[config.mk]
export PLATFORM = sky130hd
export DESIGN_NAME = enc16_req_queue
export DESIGN_NICKNAME = d
export VERILOG_FILES = /design/src/rtl/enc16_req_queue.sv
export SDC_FILE = /design/constraint.sdc
export NUM_CORES = 1
export LEC_CHECK = 0
export ABC_AREA = 0
export BUFFER_PORTS_ARGS = -buffer_cell sky130_fd_sc_hd__buf_4
export CAP_MARGIN = 25
export CORE_ASPECT_RATIO = 1.4
export CORE_UTILIZATION = 57
export DETAILED_ROUTE_END_ITERATION = 7
export GPL_ROUTABILITY_DRIVEN = 1
export PLACE_DENSITY = 0.9
export SETUP_SLACK_MARGIN = 0.02
export SYNTH_ARGS = -nofsm -noshare
export SYNTH_HDL_FRONTEND = slang
export SYNTH_SLANG_ARGS = --single-unit
[constraint.sdc]
create_clock -name clk -period 5.5 [get_ports clk]
set_input_delay 0.275 -clock clk [delete_from_list [all_inputs] [get_ports clk]]
set_output_delay 0.275 -clock clk [all_outputs]
set_load 0.02 [all_outputs]
[src/rtl/enc16_req_queue.sv]
// One-hot request collector: sticky pending set, one binary index per valid/ready transfer.
// Define ENC16_RR_EN for round-robin selection; otherwise the lowest index always wins.
module enc16_req_queue (
    input  logic        clk,
    input  logic        rst,
    input  logic [15:0] req,
    output logic [3:0]  out_code,
    output logic        out_valid,
    input  logic        out_ready,
    output logic        out_more,
    output logic        dup_req,
    output logic [4:0]  pend_cnt
);

    localparam int unsigned NREQ   = 16;
    localparam int unsigned CODE_W = 4;
    localparam int unsigned CNT_W  = 5;

    localparam logic [0:0] ST_IDLE = 1'b0;
    localparam logic [0:0] ST_HOLD = 1'b1;

    logic [0:0]        state, state_nxt;
    logic [NREQ-1:0]   pending, pending_nxt;
    logic [CODE_W-1:0] code_nxt;
    logic              valid_nxt;
    logic              more_nxt;
    logic              dup_nxt;
    logic [CNT_W-1:0]  cnt_nxt;

    logic [NREQ-1:0]   cand;
    logic [NREQ-1:0]   presented;
    logic [NREQ-1:0]   grant;
    logic [NREQ-1:0]   search;
    logic [CODE_W-1:0] offset;
    logic [CODE_W-1:0] sel;
    logic              load;

`ifdef ENC16_RR_EN
    logic [CODE_W-1:0] rr_ptr, rr_ptr_nxt;
    logic [2*NREQ-1:0] rot_dbl;
`endif

    function automatic logic [CNT_W-1:0] popcount(input logic [NREQ-1:0] v);
        logic [CNT_W-1:0] c;
        c = '0;
        for (int i = 0; i < int'(NREQ); i++) begin
            c = c + CNT_W'(v[i]);
        end
        return c;
    endfunction

    // Candidate set and index selection (search vector rotated by rr_ptr in RR mode)
    always_comb begin
        cand      = pending | req;
        presented = out_valid ? (NREQ'(1) << out_code) : '0;
`ifdef ENC16_RR_EN
        rot_dbl   = {cand, cand} >> rr_ptr;
        search    = rot_dbl[NREQ-1:0];
`else
        search    = cand;
`endif
        offset = '0;
        for (int i = int'(NREQ) - 1; i >= 0; i--) begin
            if (search[i]) begin
                offset = CODE_W'(i);
            end
        end
`ifdef ENC16_RR_EN
        sel = offset + rr_ptr;
`else
        sel = offset;
`endif
    end

    // Next-state and registered-output logic
    always_comb begin
        state_nxt = state;
        code_nxt  = out_code;
        valid_nxt = out_valid;
        more_nxt  = out_more;
        grant     = '0;
        load      = 1'b0;

        case (state)
            ST_IDLE: begin
                valid_nxt = 1'b0;
                if (|cand) begin
                    load = 1'b1;
                end
            end
            ST_HOLD: begin
                if (out_ready) begin
                    if (|cand) begin
                        load = 1'b1;
                    end else begin
                        valid_nxt = 1'b0;
                        state_nxt = ST_IDLE;
                    end
                end
            end
            default: begin
                valid_nxt = 1'b0;
                state_nxt = ST_IDLE;
            end
        endcase

        if (load) begin
            grant     = NREQ'(1) << sel;
            code_nxt  = sel;
            valid_nxt = 1'b1;
            more_nxt  = |(cand & ~grant);
            state_nxt = ST_HOLD;
        end

        pending_nxt = cand & ~grant;
        dup_nxt     = |(req & (pending | presented));
        cnt_nxt     = popcount(pending_nxt);
`ifdef ENC16_RR_EN
        rr_ptr_nxt  = load ? sel + CODE_W'(1) : rr_ptr;
`endif
    end

    always_ff @(posedge clk or posedge rst) begin
        if (rst) begin
            state     <= ST_IDLE;
            pending   <= '0;
            out_code  <= '0;
            out_valid <= 1'b0;
            out_more  <= 1'b0;
            dup_req   <= 1'b0;
            pend_cnt  <= '0;
        end else begin
            state     <= state_nxt;
            pending   <= pending_nxt;
            out_code  <= code_nxt;
            out_valid <= valid_nxt;
            out_more  <= more_nxt;
            dup_req   <= dup_nxt;
            pend_cnt  <= cnt_nxt;
        end
    end

`ifdef ENC16_RR_EN
    always_ff @(posedge clk or posedge rst) begin
        if (rst) begin
            rr_ptr <= '0;
        end else begin
            rr_ptr <= rr_ptr_nxt;
        end
    end
`endif

endmodule

==> results.txt, run 1 <==
----------------------------------------------------
[CTS]
  CTS Hold Bufs ... 0
  Clock-pin slew on the worst setup and hold paths ... 70 ps
  Clock network latency to the later pin of the worst-skew pair ... ~290 ps
  H-tree levels ... 2
  Buffer depth of the longest clock path ... 2
  Cell chosen for the clock root ... sky130_fd_sc_hd__clkbuf_8
  Clock sinks ... 29
  CTS buffer count ... 5
  Clock tree from TritonCTS ... done

[Synth]
  Adder and majority gate portion of the synthesized area ... 12.24%
  Sequential cell area fraction in the yosys report ... 33.80%
  Cell variety after synth ... 45
  Yosys warning total ... 0
  Main area contributors after synthesis ... sky130_fd_sc_hd__dfrtp_1 34%, sky130_fd_sc_hd__fa_1 9.3%, sky130_fd_sc_hd__nor2_1 6.5%
  Area fraction in and, or, nand and nor cells after synthesis ... 27.45%
  Main combinational cell family by area after synthesis ... simple AND/OR/NAND/NOR gates
  Dominant synthesized flop cell ... sky130_fd_sc_hd__dfrtp_1
  Post-synthesis area per instance ... 8.764 sq um
  Post-synthesis cell count ... 245
  Synth top cells by count ... 37 x sky130_fd_sc_hd__nor2_1, 29 x sky130_fd_sc_hd__dfrtp_1, 22 x sky130_fd_sc_hd__nand2_1, 20 x sky130_fd_sc_hd__o21ai_0, 15 x sky130_fd_sc_hd__inv_1
  Post-synthesis compound-gate area fraction ... between 20 and 25%
  Most repeated cell in the gate-level netlist after synthesis ... sky130_fd_sc_hd__nor2_1
  Flop and latch count out of synthesis ... 29
  Share of async-settable or async-resettable flops after synthesis ... 100.0%
  Total standard cell area after synthesis ... 0.002147 sq mm
  Number of synthesized flops with an enable pin ... 0
  Library cell with the largest summed area after synthesis ... sky130_fd_sc_hd__dfrtp_1
  Post-synthesis xor/xnor area fraction ... less than 1%
  Yosys top cell area share ... 33.80%
  Multiplexer share of the synthesized area ... 0.4662%
  Syn nets ... 279

[Global routing]
  Largest net degree at the start of global routing ... 16
  Total global routing overflow ... 0
  Global router's overall resource usage ... roughly 40%
  Antenna violations before repair ... 0
  Wire length of the first global-routing pass ... around 11000 microns
  Via count of the first global-routing pass ... 2150

[Drt]
  Initial DRC Count ... ~110
  Total number of vias ... 2151
  DRT met1 WL ... 2316 microns
  Post-detailed-route count of antenna-violating nets ... 0
  Pre-Repair DR Iteration Count ... 8
  Met2 WL post-DR ... between 3000 and 4000 microns
  Via count normalized by instance count ... between 6 and 7
  DRC errors left ... 1
  Highest Signal Layer ... met4
  Routed wire per std cell ... 19.62 microns
  Total wire length ... 6493 microns
  Met3 routed WL ... 496 microns

[Floorplan]
  Die Ht ... 74.62 microns
  Area of the core ... about 0.0036 sq mm
  Std-Cell Rows ... 26
  Die X ... 53.87 microns
  Count of pins on the block boundary ... 31
  Effective utilization at floorplan ... 59.46%
  Area enclosed by the die boundary ... 0.004020 sq mm

[STA]
  Max-slew violation total from the final report ... 0
  Worst slack on hold paths ... ~100 ps
  Worst Tran Pin Value ... 713.3 ps
  # setup viols final ... 0
  Fin Setup TNS ... 0 ps
  Unrepaired setup endpoints after global routing ... false
  Hold Violations, Final ... 0
  FMAX ... 193.2 MHz
  Share of the clock period used by the worst path ... about 94%
  Worst rel slew slack ... 52.39%
  Shortest clock period the worst path allows after layout ... 5177 ps
  Final clock skew ... roughly 5.4 ps

[Place]
  PortBufs ... 30
  Placed Cells incl. Taps ... 323
  Final HPWL from detailed placement ... 5215 microns
  Weighted congestion reported at the end of routability-driven placement ... just over 1

[Critical path]
  Required time of the worst setup path ... about 5700 ps
  WP buf/inv ... 4
  Startpoint type of the worst setup path ... flop
  Delay-heaviest family, CP ... adder cells
  Critical path peak fanout ... 7
  Max stage delay cell, worst path ... sky130_fd_sc_hd__nor4_1
  Largest stage delay on the critical path ... about 540 ps
  Critical Path End Type ... flop
  Data arrival time at the worst-slack endpoint ... between 5000 and 6000 ps
  Category of the critical setup timing path ... reg2reg
  Cells along the critical path ... nor4_1 > and2_1 > buf_4 > o21a_1 > nor2_1 > a21oi_1 > fa_1 > inv_1 > fa_1 > fa_1 > inv_1 > fa_1 > ha_1 > inv_1 > fa_1 > nor2b_1 > o21a_1
  Most numerous cell on the critical path ... sky130_fd_sc_hd__fa_1

[Layout]
  Fill cell total of the finished layout ... 288
  Layout cells sized above 1 ... a little over a fifth
  Antenna diode instance count ... 0
  Final net count ... 322
  Layout area overhead ... 22.26%
  Number of standard cells in the layout, taps in and fillers out ... 331

[Pwr]
  PnR Total Power ... 581.2 uW
  Total leakage power ... roughly 0.0010 uW
  Power density cells ... between 200 and 250 mW/mm^2
  Largest voltage drop on the vdd net ... ~0.26 mV

[Flow run]
  Maximum capacitance violations ... 0

[Min path]
  Worst hold-check path type ... in2async

[Status]
  Status ... finished with violations
  Failing checks ... DRC

----------------------------------------------------
## power breakdown
group | internal (uW) | leakage, uW | switching (uW) | total [uW]
Clock | 148 | 0.0000585 | 86.8 | 234
Sequential | 226 | 0.000292 | 8.04 | 234
Combinational | 48.2 | 0.000697 | 64.7 | 113
Total | 422 | 0.00105 | 159 | 581
## state kept, by name, indices dropped and copies added (netlist names)
name       cells
out_code       4
pending       16
out_more       1
out_valid      1
dup_req        1
pend_cnt       5
state          1
## worst paths after layout
kind	from	endpoint	slack, ps	cells past startpoint
setup / recovery	pending[2]$_DFF_PP0_	pend_cnt[4]$_DFF_PP0_	320	17
hold / removal	rst	pending[6]$_DFF_PP0_	100	2
setup reg to reg	pending[2]$_DFF_PP0_	pend_cnt[4]$_DFF_PP0_	320	17
hold reg to reg	out_more$_DFFE_PP0P_	out_more$_DFFE_PP0P_	580	2
max in group asynchronous	rst	out_more$_DFFE_PP0P_	4870	3
min in group clk	req[1]	dup_req$_DFF_PP0_	340	4
## kinds of logic (layout without fill, tap and decap cells)
logic type                 after synthesis  after routing
muxes                                    1              1
DFF                                     29             29
AOI/OAI and AO/OA                       70             70
buffers and inverters                   20             64
xor gates and xnor gates                 2              2
and+or+nand+nor                        108            108
adders and majority gates               15             15
## cell type report
| class | instances | area (sq um) | area share [%] |
|---|---|---|---|
| Clock buffer | 7 | 86.33 | 3.289 |
| Inverter | 19 | 71.32 | 2.717 |
| Multi-Input combinational cell | 196 | 1361 | 51.86 |
| Tap cell | 42 | 52.55 | 2.002 |
| Sequential cell | 29 | 725.7 | 27.65 |
| Clock inverter | 1 | 30.03 | 1.144 |
| Timing Repair Buffer | 37 | 297.8 | 11.34 |
## worst reg2reg max path, delay by kind of cell, from the launching register on
family | cells | cell delay, ps
AOI/OAI and AO/OA | 3 | 730
DFF | 1 | 400
buffers and inverters | 4 | 380
and+or+nand+nor | 4 | 1140
adders and majority gates | 6 | 2510
## timing repair
action | CTS | global route
gates resized for setup | 0 | 2
buffers inserted | 0 | 0
endpoints found under the setup margin | 0 | 4
## metrics by stage
stage          util [%]  setup slack [ps]  area [sq um]
2_1_floorplan         -             778.8          2147
3_3_place_gp      68.30             368.3          2466
3_5_place_dp      69.06             269.3          2494
4_1_cts           72.28             261.3          2610
5_1_grt           72.70             52.37          2625
6_report          72.70             323.4          2625
## cell usage in the layout (no fill, tap or decap), types with 3 or more instances in the layout
master / Yosys / routed
sky130_fd_sc_hd__nor2_1: 37 / 37
sky130_fd_sc_hd__buf_4: 0 / 36
sky130_fd_sc_hd__dfrtp_1: 29 / 29
sky130_fd_sc_hd__nand2_1: 22 / 22
sky130_fd_sc_hd__o21ai_0: 20 / 20
sky130_fd_sc_hd__inv_1: 15 / 15
sky130_fd_sc_hd__a21oi_1: 12 / 12
sky130_fd_sc_hd__fa_1: 10 / 10
sky130_fd_sc_hd__nor3_1: 8 / 8
sky130_fd_sc_hd__nand4_1: 7 / 7
sky130_fd_sc_hd__a21o_1: 7 / 7
sky130_fd_sc_hd__clkbuf_8: 0 / 6
sky130_fd_sc_hd__nor4_1: 6 / 5
sky130_fd_sc_hd__o21a_1: 5 / 5
sky130_fd_sc_hd__a31oi_1: 5 / 5
sky130_fd_sc_hd__ha_1: 5 / 5
sky130_fd_sc_hd__nand2b_1: 4 / 4
sky130_fd_sc_hd__inv_2: 4 / 4
sky130_fd_sc_hd__nand3_1: 4 / 4
sky130_fd_sc_hd__nor4_4: 2 / 3
sky130_fd_sc_hd__and2_1: 3 / 3
sky130_fd_sc_hd__o21ai_1: 3 / 3
sky130_fd_sc_hd__nor2b_1: 3 / 3
sky130_fd_sc_hd__o31ai_1: 3 / 3
sky130_fd_sc_hd__or4_1: 3 / 3
## routing by layer
layer  track usage (%)  vias up
met5                 0        -
li1                  -      981
met1             44.05      984
met3             11.31       44
met2             60.63      142
met4             29.82        0
(Power assumes the default switching activity.)
==> run 2: changes to the inputs <==
--- a/config.mk
+++ b/config.mk
@@ -5,7 +5,7 @@
 export SDC_FILE = /design/constraint.sdc
 export NUM_CORES = 1
 export LEC_CHECK = 0
-export ABC_AREA = 0
+export ABC_AREA = 1
 export BUFFER_PORTS_ARGS = -buffer_cell sky130_fd_sc_hd__buf_4
 export CAP_MARGIN = 25
 export CORE_ASPECT_RATIO = 1.4
==> results.txt, run 2 <==
----------------------------------------------------
[Layout]
  Fill cell total of the finished layout ... 291 (+1.0%)
  Storage element area ... 725.7 sq um (unchanged)
  Registers with the most flip-flops ... pending x16, pend_cnt x5, out_code x4
  Biggest register ... pending
  Layout area overhead ... 17.86%
  Final net count ... 349 (+8.4%)
  Top library cells by usage in the layout, fill and taps aside ... 43 x sky130_fd_sc_hd__nand2_1, 41 x sky130_fd_sc_hd__inv_1, 35 x sky130_fd_sc_hd__nor2_1, 31 x sky130_fd_sc_hd__buf_4
  Antenna diode instance count ... 0 (unchanged)
  Layout cells sized above 1 ... 23.81% (+2.7 points)
  Finished layout cell area ... 0.002526 sq mm (-3.8%)
  Total area of multi-input combinational cells ... 0.001235 sq mm (-9.3%)
  Number of flip-flops in the largest register ... 16 (unchanged)
  Most frequent standard cell in the layout excluding fill and tap cells ... sky130_fd_sc_hd__nand2_1

[Critical path]
  Data arrival time at the worst-slack endpoint ... 5210 ps (-190 ps)
  Category of the critical setup timing path ... reg2reg
  Critical path peak fanout ... 8 (+1)
  Startpoint type of the worst setup path ... flop
  Worst R2R Setup Slack ... 490 ps (+170 ps)
  Required time of the worst setup path ... 5700 ps (-30 ps)
  Critical Path End Type ... flop

[CTS]
  Buffer depth of the longest clock path ... 2 (unchanged)
  Clock-pin slew on the worst setup and hold paths ... 60 ps (about the same)
  CTS Hold Bufs ... 0 (unchanged)
  Clock network latency to the later pin of the worst-skew pair ... 290 ps (about the same)
  CTS buffer count ... 5 (unchanged)
  Clock sinks ... 29 (unchanged)
  Cell chosen for the clock root ... sky130_fd_sc_hd__clkbuf_8
  Clock tree from TritonCTS ... done
  H-tree levels ... 2 (unchanged)
  Resized cells post-CTS ... 0 (unchanged)
  Post-CTS setup buffers ... 0 (unchanged)

[STA]
  Share of the clock period used by the worst path ... 91.02% (-3.1 points)
  Hold Violations, Final ... 0 (unchanged)
  Unrepaired setup endpoints after global routing ... false
  Shortest clock period the worst path allows after layout ... 5006 ps (-170.7 ps)
  FMAX ... 199.8 MHz (+3.4%)
  Max-slew violation total from the final report ... 0 (unchanged)
  Worst Tran Pin Value ... 631.0 ps (-82.30 ps)
  Final clock skew ... 5.626 ps (+0.1830 ps)
  Fin Setup TNS ... 0 ps (unchanged)
  # setup viols final ... 0 (unchanged)
  Worst rel slew slack ... 57.78% (+5.4 points)

[Floorplan]
  Effective utilization at floorplan ... 59.36% (-0.10 points)
  Die X ... 53.83 microns (about the same)
  Std-Cell Rows ... 26 (unchanged)
  Die Ht ... 74.56 microns (about the same)
  Area of the core ... 0.003611 sq mm (unchanged)
  Area enclosed by the die boundary ... 0.004013 sq mm (-0.17%)
  Count of pins on the block boundary ... 31 (unchanged)

[Pwr]
  Total leakage power ... 0.001017 uW (-2.9%)
  Power density cells ... 202.7 mW/mm^2 (-8.5%)
  Largest voltage drop on the vdd net ... 0.1894 mV (-27%)
  PnR Total Power ... 512.0 uW (-12%)

[Status]
  Status ... completed

[Global routing]
  Wire length of the first global-routing pass ... 8880 microns (-18%)
  Via count of the first global-routing pass ... 2018 (-6.1%)
  Antenna violations before repair ... 0 (unchanged)
  Global router's overall resource usage ... 32.26% (-6.7 points)
  Largest net degree at the start of global routing ... 16 (unchanged)
  Total global routing overflow ... 0 (unchanged)

[Synth]
  Post-synthesis cell count ... 277 (+13%)
  Dominant synthesized flop cell ... sky130_fd_sc_hd__dfrtp_1
  Cell variety after synth ... 31 (-31%)
  Most repeated cell in the gate-level netlist after synthesis ... sky130_fd_sc_hd__nand2_1
  Yosys warning total ... 0 (unchanged)
  Flop and latch count out of synthesis ... 29 (unchanged)
  Sequential cell area fraction in the yosys report ... 33.86% (+0.059 points)
  Syn nets ... 311 (+11%)
  Number of synthesized flops with an enable pin ... 0 (unchanged)
  Main area contributors after synthesis ... sky130_fd_sc_hd__dfrtp_1 34%, sky130_fd_sc_hd__fa_1 9.3%, sky130_fd_sc_hd__nand2_1 7.5%
  Yosys top cell area share ... 33.86% (+0.059 points)
  Synth top cells by count ... 43 x sky130_fd_sc_hd__nand2_1, 41 x sky130_fd_sc_hd__inv_1, 35 x sky130_fd_sc_hd__nor2_1, 29 x sky130_fd_sc_hd__dfrtp_1, 29 x sky130_fd_sc_hd__o21ai_0
  Post-synthesis area per instance ... 7.738 sq um (-12%)
  Total standard cell area after synthesis ... 0.002143 sq mm (-0.17%)
  Share of async-settable or async-resettable flops after synthesis ... 100.0% (unchanged)
  Library cell with the largest summed area after synthesis ... sky130_fd_sc_hd__dfrtp_1

[Drt]
  Initial DRC Count ... 131 (+18%)
  Post-detailed-route count of antenna-violating nets ... 0 (unchanged)
  Pre-Repair DR Iteration Count ... 4 (-4)
  Total number of vias ... 2097 (-2.5%)
  Total wire length ... 5560 microns (-14%)
  DRC errors left ... 0 (-1)
  Routed wire per std cell ... 15.57 microns (-21%)
  Via count normalized by instance count ... 5.874 (-9.6%)

[Place]
  Cell area reported after detailed placement ... 0.002440 sq mm (-2.2%)
  Weighted congestion reported at the end of routability-driven placement ... 0.9378 (-9.4%)
  PortBufs ... 30 (unchanged)
  Final HPWL from detailed placement ... 4483 microns (-14%)

[Flow run]
  Maximum capacitance violations ... 0 (unchanged)

[Min path]
  Worst hold-check path type ... in2async

----------------------------------------------------
==> run 2: cell count changes in the layout (fill, tap and decap cells not counted), moves of 8 or more <==
cell,change
sky130_fd_sc_hd__o21ai_0,+9
sky130_fd_sc_hd__nand4_1,+8
sky130_fd_sc_hd__nand2_1,+21
sky130_fd_sc_hd__nor2_2,+11
sky130_fd_sc_hd__inv_1,+26
==> run 2: per-layer routing <==
metal,routed length [microns],vias to the layer above,global-route usage [%]
li1,-,975,-
met1,2001,993,33.77
met2,2888,96,53.64
met3,301,33,6.544
met4,369,0,26.90
met5,0,-,0
==> run 2: layout make-up <==
cell class / instances / share of cell area, %
Clock buffer: 7 / 3.418
Sequential cell: 29 / 28.73
Multi-Input combinational cell: 200 / 48.89
Tap cell: 42 / 2.080
Inverter: 47 / 7.083
Timing Repair Buffer: 32 / 9.807
==> run 2: cells by family (layout without fill, tap and decap cells) <==
family                     Yosys count  count (layout)  synth area share (%)
AOI/OAI and AO/OA                   47              47                 11.68
xor gates and xnor gates             2               2                0.8174
adders and majority gates           15              15                 12.26
buffers and inverters               48              86                 8.523
DFF                                 29              29                 33.86
and+or+nand+nor                    136             136                 32.87
==> run 2: final timing paths <==
path	from	endpoint	cells after the start
setup / recovery	pending[13]$_DFF_PP0_	pend_cnt[4]$_DFF_PP0_	20
hold / removal	rst	out_code[3]$_DFFE_PP0P_	2
setup reg to reg	pending[13]$_DFF_PP0_	pend_cnt[4]$_DFF_PP0_	20
hold reg to reg	out_more$_DFFE_PP0P_	out_more$_DFFE_PP0P_	3
max in group asynchronous	rst	pending[8]$_DFF_PP0_	3
min in group clk	out_ready	state$_DFF_PP0_	2
==> run 2: report_power, final <==
part	switching, uW	leakage (uW)	internal [uW]	total [uW]
clock	78.6	0.0000443	99.0	178
sequential	6.95	0.000294	226	233
combinational	59.9	0.000679	41.9	102
==> run 2: worst max-delay path, stage by stage (launching register included) <==
cell and delay (ps):
sky130_fd_sc_hd__dfrtp_1 420, sky130_fd_sc_hd__nor2_4 180, sky130_fd_sc_hd__inv_1 90, sky130_fd_sc_hd__nor3_2 180, sky130_fd_sc_hd__inv_1 70, sky130_fd_sc_hd__a21oi_2 180
sky130_fd_sc_hd__nor2_4 90, sky130_fd_sc_hd__clkinv_2 90, sky130_fd_sc_hd__nand4_1 160, sky130_fd_sc_hd__o21ai_1 270, sky130_fd_sc_hd__o21ai_0 230, sky130_fd_sc_hd__fa_1 570
sky130_fd_sc_hd__inv_1 50, sky130_fd_sc_hd__fa_1 470, sky130_fd_sc_hd__fa_1 510, sky130_fd_sc_hd__inv_1 50, sky130_fd_sc_hd__fa_1 490, sky130_fd_sc_hd__ha_1 170
sky130_fd_sc_hd__inv_1 60, sky130_fd_sc_hd__fa_1 400, sky130_fd_sc_hd__o21ai_0 180
==> run 2: through the flow <==
stage,worst slack (ps),util (%),hold slack (ps),std cells
floorplan,1030,-,353.1,277
global placement,664.2,67.15,487.8,349
detailed placement,597.7,67.57,397.4,350
CTS,528.3,69.96,91.58,357
global route,274.4,69.96,118.8,357
finish,494.1,69.96,63.95,357
